--- src/rtl/softmax_sequencer_pkg.sv ---
// Shared definitions for the pseudo-softmax sequencer: FSM encoding and default geometry.
package softmax_pkg;
    localparam int NUM_INPUTS_DEF = 10;
    localparam int MANT_WIDTH_DEF = 8;
    localparam int EXP_WIDTH_DEF  = 9;
    localparam int IDX_W          = $clog2(NUM_INPUTS_DEF);

    typedef enum logic [1:0] {
        IDLE = 2'd0,
        LOAD = 2'd1,
        CALC = 2'd2,
        EMIT = 2'd3
    } state_t;
endpackage

--- src/rtl/softmax_sequencer_subtractors.sv ---
// Lane-parallel subtraction of the log-sum estimate from every logit of the vector.
module subtractors_array
    import softmax_pkg::*;
#(
    parameter int NUM_INPUTS = NUM_INPUTS_DEF,
    parameter int MANT_WIDTH = MANT_WIDTH_DEF,
    parameter int EXP_WIDTH  = EXP_WIDTH_DEF
) (
    input  logic [NUM_INPUTS-1:0][MANT_WIDTH-1:0] input_bus,
    input  logic [EXP_WIDTH-1:0]                  exp_sum,
    output logic [NUM_INPUTS-1:0][EXP_WIDTH-1:0]  exp_out
);
    for (genvar i = 0; i < NUM_INPUTS; i++) begin : g_lane
        // Modulo-2^EXP_WIDTH difference; non-positive whenever exp_sum is the vector maximum.
        assign exp_out[i] = {{(EXP_WIDTH-MANT_WIDTH){1'b0}}, input_bus[i]} - exp_sum;
    end
endmodule

--- src/rtl/softmax_sequencer.sv ---
// Collects one logit vector, tracks its maximum, then streams x[i]-max out one beat at a time.
module softmax_sequencer
    import softmax_pkg::*;
#(
    parameter int NUM_INPUTS = NUM_INPUTS_DEF,
    parameter int MANT_WIDTH = MANT_WIDTH_DEF,
    parameter int EXP_WIDTH  = EXP_WIDTH_DEF
) (
    input  logic                  clk,
    input  logic                  rst_n,
    input  logic                  in_valid,
    output logic                  in_ready,
    input  logic [MANT_WIDTH-1:0] in_data,
    output logic                  out_valid,
    input  logic                  out_ready,
    output logic [EXP_WIDTH-1:0]  out_data,
    output logic                  out_last,
    output logic                  busy
);
    localparam int IW = $clog2(NUM_INPUTS);

    state_t                                state, state_nx;
    logic [IW-1:0]                         idx;
    logic [MANT_WIDTH-1:0]                 max_q;
    logic [NUM_INPUTS-1:0][MANT_WIDTH-1:0] bank;
    logic [NUM_INPUTS-1:0][EXP_WIDTH-1:0]  result, exp_out;
    logic                                  in_hs, out_hs, last_idx;

    assign last_idx = (idx == IW'(NUM_INPUTS-1));
    assign in_hs    = in_valid && in_ready;
    assign out_hs   = out_valid && out_ready;

    subtractors_array #(
        .NUM_INPUTS (NUM_INPUTS),
        .MANT_WIDTH (MANT_WIDTH),
        .EXP_WIDTH  (EXP_WIDTH)
    ) u_sub (
        .input_bus (bank),
        .exp_sum   ({1'b0, max_q}),
        .exp_out   (exp_out)
    );

    always_ff @(posedge clk) begin
        if (!rst_n) begin
            state  <= IDLE;
            idx    <= '0;
            max_q  <= '0;
            result <= '0;
        end else begin
            state <= state_nx;
            case (state)
                IDLE: begin
                    idx   <= '0;
                    max_q <= '0;
                end
                LOAD: if (in_hs) begin
                    // First element seeds the maximum so stale vectors never leak in.
                    max_q <= (idx == '0 || in_data > max_q) ? in_data : max_q;
                    idx   <= last_idx ? '0 : idx + IW'(1);
                end
                CALC: result <= exp_out;
                EMIT: if (out_hs) idx <= last_idx ? '0 : idx + IW'(1);
                default: ;
            endcase
        end
    end

    // Logit storage needs no reset: every entry is rewritten before CALC reads it.
    always_ff @(posedge clk) begin
        if (rst_n && in_hs) bank[idx] <= in_data;
    end

    always_comb begin
        state_nx  = state;
        in_ready  = 1'b0;
        out_valid = 1'b0;
        out_data  = '0;
        out_last  = 1'b0;
        busy      = (state != IDLE);
        case (state)
            IDLE: state_nx = LOAD;
            LOAD: begin
                in_ready = 1'b1;
                if (in_valid && last_idx) state_nx = CALC;
            end
            CALC: state_nx = EMIT;
            EMIT: begin
                out_valid = 1'b1;
                out_data  = result[idx];
                out_last  = last_idx;
                if (out_ready && last_idx) state_nx = IDLE;
            end
            default: state_nx = IDLE;
        endcase
    end
endmodule

--- config.mk ---
export PLATFORM = sky130hd
export DESIGN_NAME = softmax_sequencer
export DESIGN_NICKNAME = d
export VERILOG_FILES = /design/src/rtl/softmax_sequencer_pkg.sv /design/src/rtl/softmax_sequencer_subtractors.sv /design/src/rtl/softmax_sequencer.sv
export SDC_FILE = /design/constraint.sdc
export NUM_CORES = 1
export LEC_CHECK = 0
export CORE_ASPECT_RATIO = 1.75
export CORE_UTILIZATION = 55
export CTS_CLUSTER_SIZE = 24
export DETAILED_ROUTE_END_ITERATION = 10
export PLACE_DENSITY_LB_ADDON = 0.1
export SLEW_MARGIN = 20
export SYNTH_ARGS = -nofsm -noshare
export SYNTH_HDL_FRONTEND = slang
export SYNTH_HIERARCHICAL = 1
export SYNTH_SLANG_ARGS = --single-unit
--- constraint.sdc ---
create_clock -name clk -period 5.12 [get_ports clk]
set_input_delay 0.512 -clock clk [delete_from_list [all_inputs] [get_ports clk]]
set_output_delay 0.512 -clock clk [all_outputs]
set_load 0.01 [all_outputs]
==> impl_metrics.json, run 1 <==
{
  "status": "complete, no violations",
  "synth_area_leaders": "edfxtp_1, dfxtp_1, ha_1, mux2i_1, nor2b_1",
  "dieArea_um2": 21000,
  "synth.top_cell.area_share_pct": 21.4,
  "io_buffers": 24,
  "ctsHtreeMaxLevel": 4,
  "syn_to_final_growth_pct": 9.93,
  "busiest_layer": "met2",
  "layout_min_cycle_time_ns": 3.57,
  "yosysMostFrequentCell": "nor2b_1",
  "routedWlPerCell_um": 21.6,
  "synth.largest_area_cell": "edfxtp_1",
  "numCtsBuffers": 17,
  "avgSynthCellArea_um2": 10.3,
  "finalHoldViolations": 0,
  "cp.required_ns": 4.61,
  "seq_area_frac_synth_pct": 39.9,
  "die_h_um": 191,
  "cts_tree": "yes",
  "worst_slew_pin_slew_ns": 1.08,
  "postLayoutCoreUtil_pct": 62.1,
  "drtIter0Drc": 463,
  "hp-class": "flip-flop to flip-flop",
  "ir_drop_v": 0.000252,
  "worst_hold_path.endpoint": "max_q[7]",
  "path_cells": "and4bb_1, a22oi_1, o22ai_1, clkdlybuf4s50_1",
  "cp_slowest_cell": "dfxtp_2",
  "post-cts-setup-buffer-count": 0,
  "synth.cell_area_um2": 11200,
  "clkLatencyLatePin_ns": 0.44,
  "use_met1_pct": 32.1,
  "postRouteAntennaNets": 0,
  "synth_seq_cells": 184,
  "met3_usage_pct": 3.82,
  "syn_inst": 1094,
  "hold_depth": 2,
  "drtPass1Iterations": 5,
  "grtUsageMet2_pct": 55.4,
  "dp_slack_ns": 1.87,
  "via_per_inst": 5.99,
  "grt-ovfl-total": 0,
  "dp_hpwl_um": 20300,
  "start_util_pct": 56.5,
  "path_clk_slew_ns": 0.07,
  "placedCellCount": 1329,
  "reg2reg_slack_ns": 1.86,
  "netlist-cell-type-count": 57,
  "slew_headroom_pct": 27.9,
  "route.detailed.drc": 0,
  "rows": 68,
  "fin_crit_sh_pct": 69.7,
  "nFillCells": 1679,
  "setup_viol": 0,
  "grt_max_degree": 107,
  "timing.rr.start": "max_q[1]",
  "seqPwrFrac_pct": 39.3,
  "yosys-top-cells-count": "nor2b_1, mux2i_1, dfxtp_1",
  "async_flop_share_pct": 0,
  "cap_violations": 0,
  "clkPwrFrac_pct": 33.8,
  "rsz0062_at_grt": "no",
  "holdCritStartpoint": "max_q[7]",
  "worstSetupPathType": "flip-flop to output pin",
  "finClkSkew_ns": 0.00856,
  "ys.flop_type": "dfxtp_1",
  "p_comb_share_pct": 27.0,
  "grt_first_pass_wirelength_um": 44800,
  "place.gp.congestion": 0.868,
  "end_kind": "output pin",
  "final_cells": 1361,
  "fin_nets": 1219,
  "worst_setup_path_start_kind": "flip-flop",
  "cts-root-buf": "clkbuf_16",
  "worst_path_largest_cell_delay_ns": 0.90,
  "yosysWarnings": 6,
  "p_leak_nw": 4.49,
  "critPathMaxFanout": 30,
  "clock_path_buffers": 2,
  "fp.dieW_um": 110,
  "ctsHoldBuffers": 0,
  "antenna_found_initial": 0,
  "multi_input_area_um2": 6270,
  "ios": 25,
  "setup_slack_ns": 1.55,
  "syn_nets": 1210,
  "post_cts_resized": 0,
  "worst_ep_arrival_time_ns": 3.05,
  "p_sw_w": 0.00147,
  "fmax_mhz": 280,
  "grt_pass1_vias": 8073,
  "crit_family": "flip-flops",
  "register_area_um2": 4490,
  "routed_wl_um": 29400,
  "grtUsageTotal_pct": 29.8,
  "report.final.slew_viol_count": 0,
  "powerDensity_nw_per_um2": 382,
  "path_buf_inv": 1,
  "setup_tns_ns": 0,
  "r2r_cells": 8,
  "num_antenna_cells": 0,
  "cts.sinks": 184,
  "drive_gt1_share_pct": 6.18,
  "synth_edf_count": 80,
  "r2r-end": "result[77]",
  "switching_share_pct": 31.0,
  "p_int_w": 0.00326,
  "vias": 8147,
  "core_um2": 19900
}
through the flow:
step | power [W] | area [um^2] | hold slack, ns
after global routing | 0.00494 | 12400 | 0.514
after detailed placement | 0.00316 | 11700 | 0.472
after floorplan | 0.00280 | 11200 | 0.451
after global placement | 0.00313 | 11700 | 0.460
after CTS | 0.00474 | 12400 | 0.481
final | 0.00472 | 12400 | 0.475
power groups by stage:
stage	Combinational, W	Clock (W)	Sequential [W]
2_1_floorplan	0.00102	0	0.00177
3_3_place_gp	0.00125	0	0.00188
4_1_cts	0.00127	0.00161	0.00186
6_report	0.00127	0.00159	0.00185
5_1_grt	0.00140	0.00167	0.00187
3_5_place_dp	0.00127	0	0.00189
sequential cells by signal, indices dropped and copies added (netlist names):
signal	flops
result	90
bank	80
max_q	8
idx	4
state	2
worst reg2reg max path: stages (launching register included):
cell     delay (ns)
dfxtp_1        1.04
inv_1          0.64
ha_1           0.47
or2b_1         0.21
a21oi_1        0.13
or4_1          0.42
nand3_1        0.10
mux2i_1        0.07
nor2b_1        0.13
placed cells by master, fill, tap and decap left out, drive strengths merged, types with 6 or more instances in the layout:
| cell type | Yosys | routed |
|---|---|---|
| nand3b | 6 | 6 |
| mux4 | 18 | 18 |
| bufinv | 0 | 8 |
| o211ai | 12 | 12 |
| xor2 | 16 | 16 |
| a22oi | 9 | 9 |
| xnor2 | 24 | 24 |
| nand2b | 30 | 30 |
| dfxtp | 104 | 104 |
| nand2 | 55 | 55 |
| nor2b | 109 | 109 |
| nand3 | 26 | 26 |
| a221oi | 10 | 10 |
| ha | 94 | 94 |
| nor3 | 19 | 19 |
| o21ai | 26 | 26 |
| nand4 | 12 | 12 |
| buf | 21 | 7 |
| clkdlybuf4s50 | 0 | 23 |
| mux2i | 107 | 107 |
| fa | 10 | 10 |
| clkbuf | 19 | 19 |
| a21oi | 59 | 59 |
| edfxtp | 80 | 80 |
| or4 | 16 | 16 |
| nor2 | 56 | 56 |
| a31oi | 11 | 11 |
| a211oi | 17 | 17 |
| o22ai | 9 | 9 |
| inv | 84 | 84 |
area by class of cell:
| type | instances | area share (%) |
|---|---|---|
| multi-input combinational | 786 | 50.7 |
| sequential | 184 | 36.3 |
| clock buffer | 19 | 3.50 |
| inverter | 84 | 2.55 |
| tap | 245 | 2.48 |
| timing repair buffer | 30 | 2.27 |
| clock inverter | 13 | 2.22 |
how the worst max path moves through the flow:
stage	startpoint	end	slack, ns	cells after the start
floorplan	max_q[1]	result[52]	2.79	8
global placement	idx[1]	out_data[0]	1.97	4
detailed placement	max_q[1]	result[77]	1.87	8
CTS	idx[0]	out_data[0]	1.53	4
global route	idx[0]	out_data[0]	1.41	4
finish	idx[0]	out_data[0]	1.55	4
cell families (layout without fill, tap and decap cells):
group                    count (synthesis)  after routing  synth area share, %
AND/OR/NAND/NOR                        344            344                 16.8
flip-flops                             184            184                 39.9
AO/OA/AOI/OAI                          172            172                 10.0
multiplexers                           125            125                 13.3
buffers and inverters                  124            146                 4.55
adder cells (fa/ha/maj)                104            104                 12.2
XOR/XNOR                                40             40                 3.11
other                                    1              1               0.0333
routing by layer:
layer,vias to the layer above,routed length (um)
met5,-,0
met4,0,1420
met3,60,849
met2,173,15900
met1,3955,11200
li1,3959,-
Note: power is estimated with default switching activity, not from simulation.
==> inputs of run 2 (changes only) <==
clock period = 3.2 ns   (was 5.12 ns; I/O delays follow)
==> run 2 against run 1 <==
Compared with the run above: sequential share of layout area shrank 0.063 points; clock power grew 33%; critical path type unchanged; utilization rose by 0.13 points; cell count increased by 1.3%; largest power group unchanged; worst setup slack worse by 1.4 ns.
==> impl_metrics.json, run 2 (same netlist as run 1, synthesis figures left out) <==
{
  "status": "complete, no violations",
  "worst_slew_pin_slew_ns": 0.975,
  "ctsHtreeMaxLevel": 4,
  "antenna_found_initial": 0,
  "use_met1_pct": 33.2,
  "cp.required_ns": 2.88,
  "timing.rr.start": "max_q[1]",
  "io_buffers": 24,
  "numCtsBuffers": 17,
  "cts.sinks": 184,
  "routedWlPerCell_um": 21.7,
  "rows": 68,
  "finalHoldViolations": 0,
  "worst_setup_path_start_kind": "flip-flop",
  "cts_tree": "yes",
  "final_cells": 1379,
  "via_per_inst": 6.03,
  "cts-root-buf": "clkbuf_16",
  "die_h_um": 191,
  "grt_pass1_vias": 8150,
  "core_um2": 19900,
  "setup_tns_ns": 0,
  "drive_gt1_share_pct": 7.67,
  "rsz0062_at_grt": "no",
  "multi_input_area_um2": 6260,
  "critPathMaxFanout": 10,
  "postRouteAntennaNets": 0,
  "top_regs": "result x90, bank x80, max_q x8",
  "regMostFlops": "result",
  "dieArea_um2": 21000,
  "critPathLaunch": "idx[2]",
  "layout_min_cycle_time_ns": 3.03,
  "final_cell_mix": "nor2b_1, mux2i_1, dfxtp_1",
  "grt_first_pass_wirelength_um": 45400,
  "route.detailed.drc": 0,
  "end_kind": "output pin",
  "setup_viol": 0,
  "r2r_cells": 9,
  "routed_wl_um": 30000,
  "fin_nets": 1237,
  "hp-class": "input port to flip-flop",
  "power_w": 0.00718,
  "dp_hpwl_um": 21600,
  "hold_depth": 4,
  "busiest_layer": "met2",
  "fmax_mhz": 330,
  "cp_num_cells": 5,
  "register_area_um2": 4490,
  "drtIter0Drc": 396,
  "grt_max_degree": 107,
  "grtUsageTotal_pct": 30.1,
  "finClkSkew_ns": 0.0115,
  "path_buf_inv": 2,
  "vias": 8314,
  "grt-ovfl-total": 0,
  "ios": 25,
  "worst_ep_arrival_time_ns": 2.71,
  "place.gp.congestion": 0.869,
  "p_leak_nw": 4.54,
  "path_clk_slew_ns": 0.07,
  "met3_usage_pct": 4.47,
  "drtPass1Iterations": 7,
  "fin_crit_sh_pct": 94.7,
  "grtUsageMet2_pct": 53.7,
  "worst_path_largest_cell_delay_ns": 0.60,
  "start_util_pct": 56.5,
  "cp_slowest_cell": "clkdlybuf4s50_1",
  "powerDensity_nw_per_um2": 580,
  "fp.dieW_um": 110,
  "post-cts-setup-buffer-count": 0,
  "worstSetupPathType": "flip-flop to output pin",
  "final_common_cell": "nor2b_1",
  "syn_to_final_growth_pct": 10.2,
  "holdCritStartpoint": "rst_n",
  "report.final.slew_viol_count": 0,
  "ctsHoldBuffers": 0,
  "reg2reg_slack_ns": 0.64,
  "cap_violations": 0,
  "setup_slack_ns": 0.168,
  "post_cts_resized": 0,
  "clock_path_buffers": 2,
  "ir_drop_v": 0.000390,
  "postLayoutCoreUtil_pct": 62.2,
  "slew_headroom_pct": 35.0,
  "path_cells": "buf_4, nor4b_4, a22oi_1, o22ai_1, clkdlybuf4s50_1",
  "num_antenna_cells": 0,
  "clkLatencyLatePin_ns": 0.44,
  "crit_family": "buffers and inverters",
  "dp_slack_ns": 0.515,
  "nFillCells": 1683,
  "r2r-end": "result[50]",
  "worstSetupEndpoint": "out_data[1]",
  "largest_reg_flops": 90,
  "placedCellCount": 1347
}
[run 2: cell types whose count changed in the layout (fill, tap and decap cells not counted), sizes merged]
cell / delta
buf: +18
clkinvlp: -2
clkinv: +2
clkbuf: +1
bufinv: -7
inv: +6
[run 2: worst register-to-register path: stages (launching register included)]
cell and delay [ns]:
dfxtp_1 0.36, buf_4 0.32, inv_1 0.41, ha_1 0.41, or2b_1 0.19, a21oi_1 0.12
or4_1 0.41, nand3_1 0.09, mux2i_1 0.07, nor2b_1 0.13
[run 2: power breakdown]
part | internal [W] | total [W] | switching, W
Sequential | 0.00270 | 0.00296 | 0.000262
Combinational | 0.000922 | 0.00212 | 0.00120
Clock | 0.00117 | 0.00211 | 0.000935
[run 2: how the worst min path moves through the flow]
stage / to / slack (ns)
after CTS: max_q[3] / 0.45
final: max_q[3] / 0.47
after global placement: max_q[6] / 0.46
after detailed placement: max_q[3] / 0.47
after floorplan: bank[0] / 0.42
after global routing: max_q[1] / 0.48
[run 2: cell type report]
| class | count | area share [%] |
|---|---|---|
| inverters | 84 | 2.54 |
| multi-input cells | 786 | 50.6 |
| clock buffers | 20 | 3.87 |
| flip-flops and latches | 184 | 36.2 |
| clock inverters | 12 | 0.879 |
| well taps | 245 | 2.47 |
| repair buffers | 48 | 3.45 |
[run 2: metrics by stage]
step	hold slack, ns	area, um^2
finish	0.465	12400
global route	0.479	12400
CTS	0.450	12400
detailed placement	0.468	11800
global placement	0.459	11800
floorplan	0.419	11200
[run 2: routing by layer]
layer	vias up	share of wire [%]	wire [um]
met5	-	0	0
met4	0	5.6	1690
met3	72	3.2	953
met2	214	52	15700
met1	4034	39	11700
li1	3994	-	-
==> inputs of run 3 (changes only) <==
CTS_BUF_LIST = sky130_fd_sc_hd__clkbuf_4 sky130_fd_sc_hd__clkbuf_8   (was not set)
==> run 3 against run 2 <==
Compared with the run above: sequential power about the same; worst hold slack worse by 0.033 ns; combinational power about the same; register-to-register slack about the same; count of clock-buffer cells in the layout down 2; flip-flop and latch count unchanged; die area unchanged; cell area down 1.4%.
==> impl_metrics.json, run 3 (same netlist as run 1, synthesis figures left out) <==
{
  "status": "complete, no violations",
  "fin_crit_sh_pct": 94.5,
  "p_int_w": 0.00440,
  "grt_first_pass_wirelength_um": 45300,
  "finClkSkew_ns": 0.0187,
  "rows": 68,
  "routed_wl_um": 29900,
  "hp-class": "input port to flip-flop",
  "end_kind": "output pin",
  "report.final.slew_viol_count": 0,
  "r2r_cells": 9,
  "vias": 8253,
  "fin_nets": 1238,
  "critPathMaxFanout": 25,
  "switching_share_pct": 34.6,
  "p_sw_w": 0.00233,
  "drtIter0Drc": 397,
  "ctsHtreeMaxLevel": 4,
  "syn_to_final_growth_pct": 8.64,
  "worst_slew_pin_slew_ns": 0.982,
  "path_clk_slew_ns": 0.11,
  "drtPass1Iterations": 5,
  "holdCritStartpoint": "rst_n",
  "fmax_mhz": 331,
  "powerDensity_nw_per_um2": 551,
  "grtUsageTotal_pct": 30.0,
  "ctsHoldBuffers": 0,
  "clkLatencyLatePin_ns": 0.48,
  "antenna_found_initial": 0,
  "dieArea_um2": 21000,
  "ir_drop_v": 0.000335,
  "p_comb_share_pct": 31.5,
  "num_antenna_cells": 0,
  "die_h_um": 191,
  "clkPwrFrac_pct": 24.6,
  "worst_setup_path_start_kind": "flip-flop",
  "start_util_pct": 56.5,
  "postLayoutCellArea_um2": 12200,
  "cts.sinks": 184,
  "p_leak_nw": 4.47,
  "setup_viol": 0,
  "place.gp.congestion": 0.869,
  "regMostFlops": "result",
  "grt_pass1_vias": 8127,
  "final_common_cell": "nor2b_1",
  "rsz0062_at_grt": "no",
  "fp.dieW_um": 110,
  "grt_max_degree": 107,
  "worst_ep_arrival_time_ns": 2.70,
  "critPathLaunch": "idx[0]",
  "io_buffers": 24,
  "cts_tree": "yes",
  "drive_gt1_share_pct": 7.75,
  "grt-ovfl-total": 0,
  "top_regs": "result x90, bank x80, max_q x8",
  "worstSetupPathType": "flip-flop to output pin",
  "setup_tns_ns": 0,
  "cap_violations": 0,
  "layout_min_cycle_time_ns": 3.02,
  "reg2reg_slack_ns": 0.64,
  "via_per_inst": 5.98,
  "worstSetupEndpoint": "out_data[1]",
  "r2r-end": "result[50]",
  "cts-root-buf": "clkbuf_8",
  "dp_hpwl_um": 21600,
  "core_um2": 19900,
  "slew_headroom_pct": 34.5,
  "postRouteAntennaNets": 0,
  "seqPwrFrac_pct": 43.9,
  "routedWlPerCell_um": 21.7,
  "clock_path_buffers": 2,
  "numCtsBuffers": 17,
  "ios": 25,
  "largest_reg_flops": 90,
  "finalHoldViolations": 0,
  "timing.rr.start": "max_q[1]",
  "route.detailed.drc": 0,
  "dpl-instance-area_um2": 11800,
  "final_cell_mix": "nor2b_1, mux2i_1, dfxtp_1",
  "cp.required_ns": 2.88
}
run 3: changes by cell type in the layout (fill, tap and decap cells not counted):
cell	before	now
buf_4	23	24
and4bb_2	1	0
bufinv_16	1	3
clkbuf_8	0	17
clkbuf_16	19	0
and4bb_1	0	1
clkbuf_4	0	1
clkbuf_1	1	0
run 3: stage by stage:
step | power (W) | util [%] | std cells | hold slack [ns] | worst slack (ns)
final | 0.00673 | 61.4 | 1380 | 0.433 | 0.177
after global routing | 0.00707 | 61.4 | 1380 | 0.432 | 0.0450
after CTS | 0.00676 | 61.3 | 1379 | 0.392 | 0.0730
after detailed placement | 0.00511 | 59.3 | 1347 | 0.468 | 0.515
after global placement | 0.00506 | 59.3 | 1347 | 0.459 | 0.594
after floorplan | 0.00448 | - | 1094 | 0.419 | 0.868
run 3: power by group through the flow:
stage          sequential (W)  combinational (W)  clock [W]
2_1_floorplan         0.00284            0.00164          0
3_3_place_gp          0.00300            0.00206          0
6_report              0.00296            0.00212    0.00166
5_1_grt               0.00298            0.00232    0.00177
3_5_place_dp          0.00300            0.00211          0
4_1_cts               0.00295            0.00211    0.00169
run 3: cell type report:
class,count,area [um^2]
Timing Repair Buffer,49,435
Inverter,84,315
Clock buffer,18,241
Tap cell,245,307
Sequential cell,184,4490
Fill cell,1711,7690
Clock inverter,14,169
Multi-Input combinational cell,786,6260
run 3: repair_timing:
item / 4_1_cts / 5_1_grt
setup endpoints to repair: 2 / 2
buffers inserted: 0 / 1
gates resized for setup: 1 / 0
pin swaps: 0 / 1
run 3: worst min path at each step:
stage,end,slack (ns),cells past startpoint
floorplan,bank[0],0.42,0
global placement,max_q[6],0.46,2
detailed placement,max_q[3],0.47,2
CTS,max_q[3],0.39,4
global route,max_q[1],0.43,4
finish,max_q[3],0.43,4
run 3: critical path, cell delays in order, from the launching register on:
cell and delay, ns:
dfxtp_4 0.60, and4bb_1 0.60, a22oi_1 0.14, o22ai_1 0.28
clkdlybuf4s50_1 0.60
run 3: metal layers:
layer	vias up	global-route usage (%)	wire length, um
li1	3997	-	-
met1	4019	33.1	11700
met2	168	53.7	15500
met3	69	4.50	946
met4	0	16.9	1740
met5	-	0	0
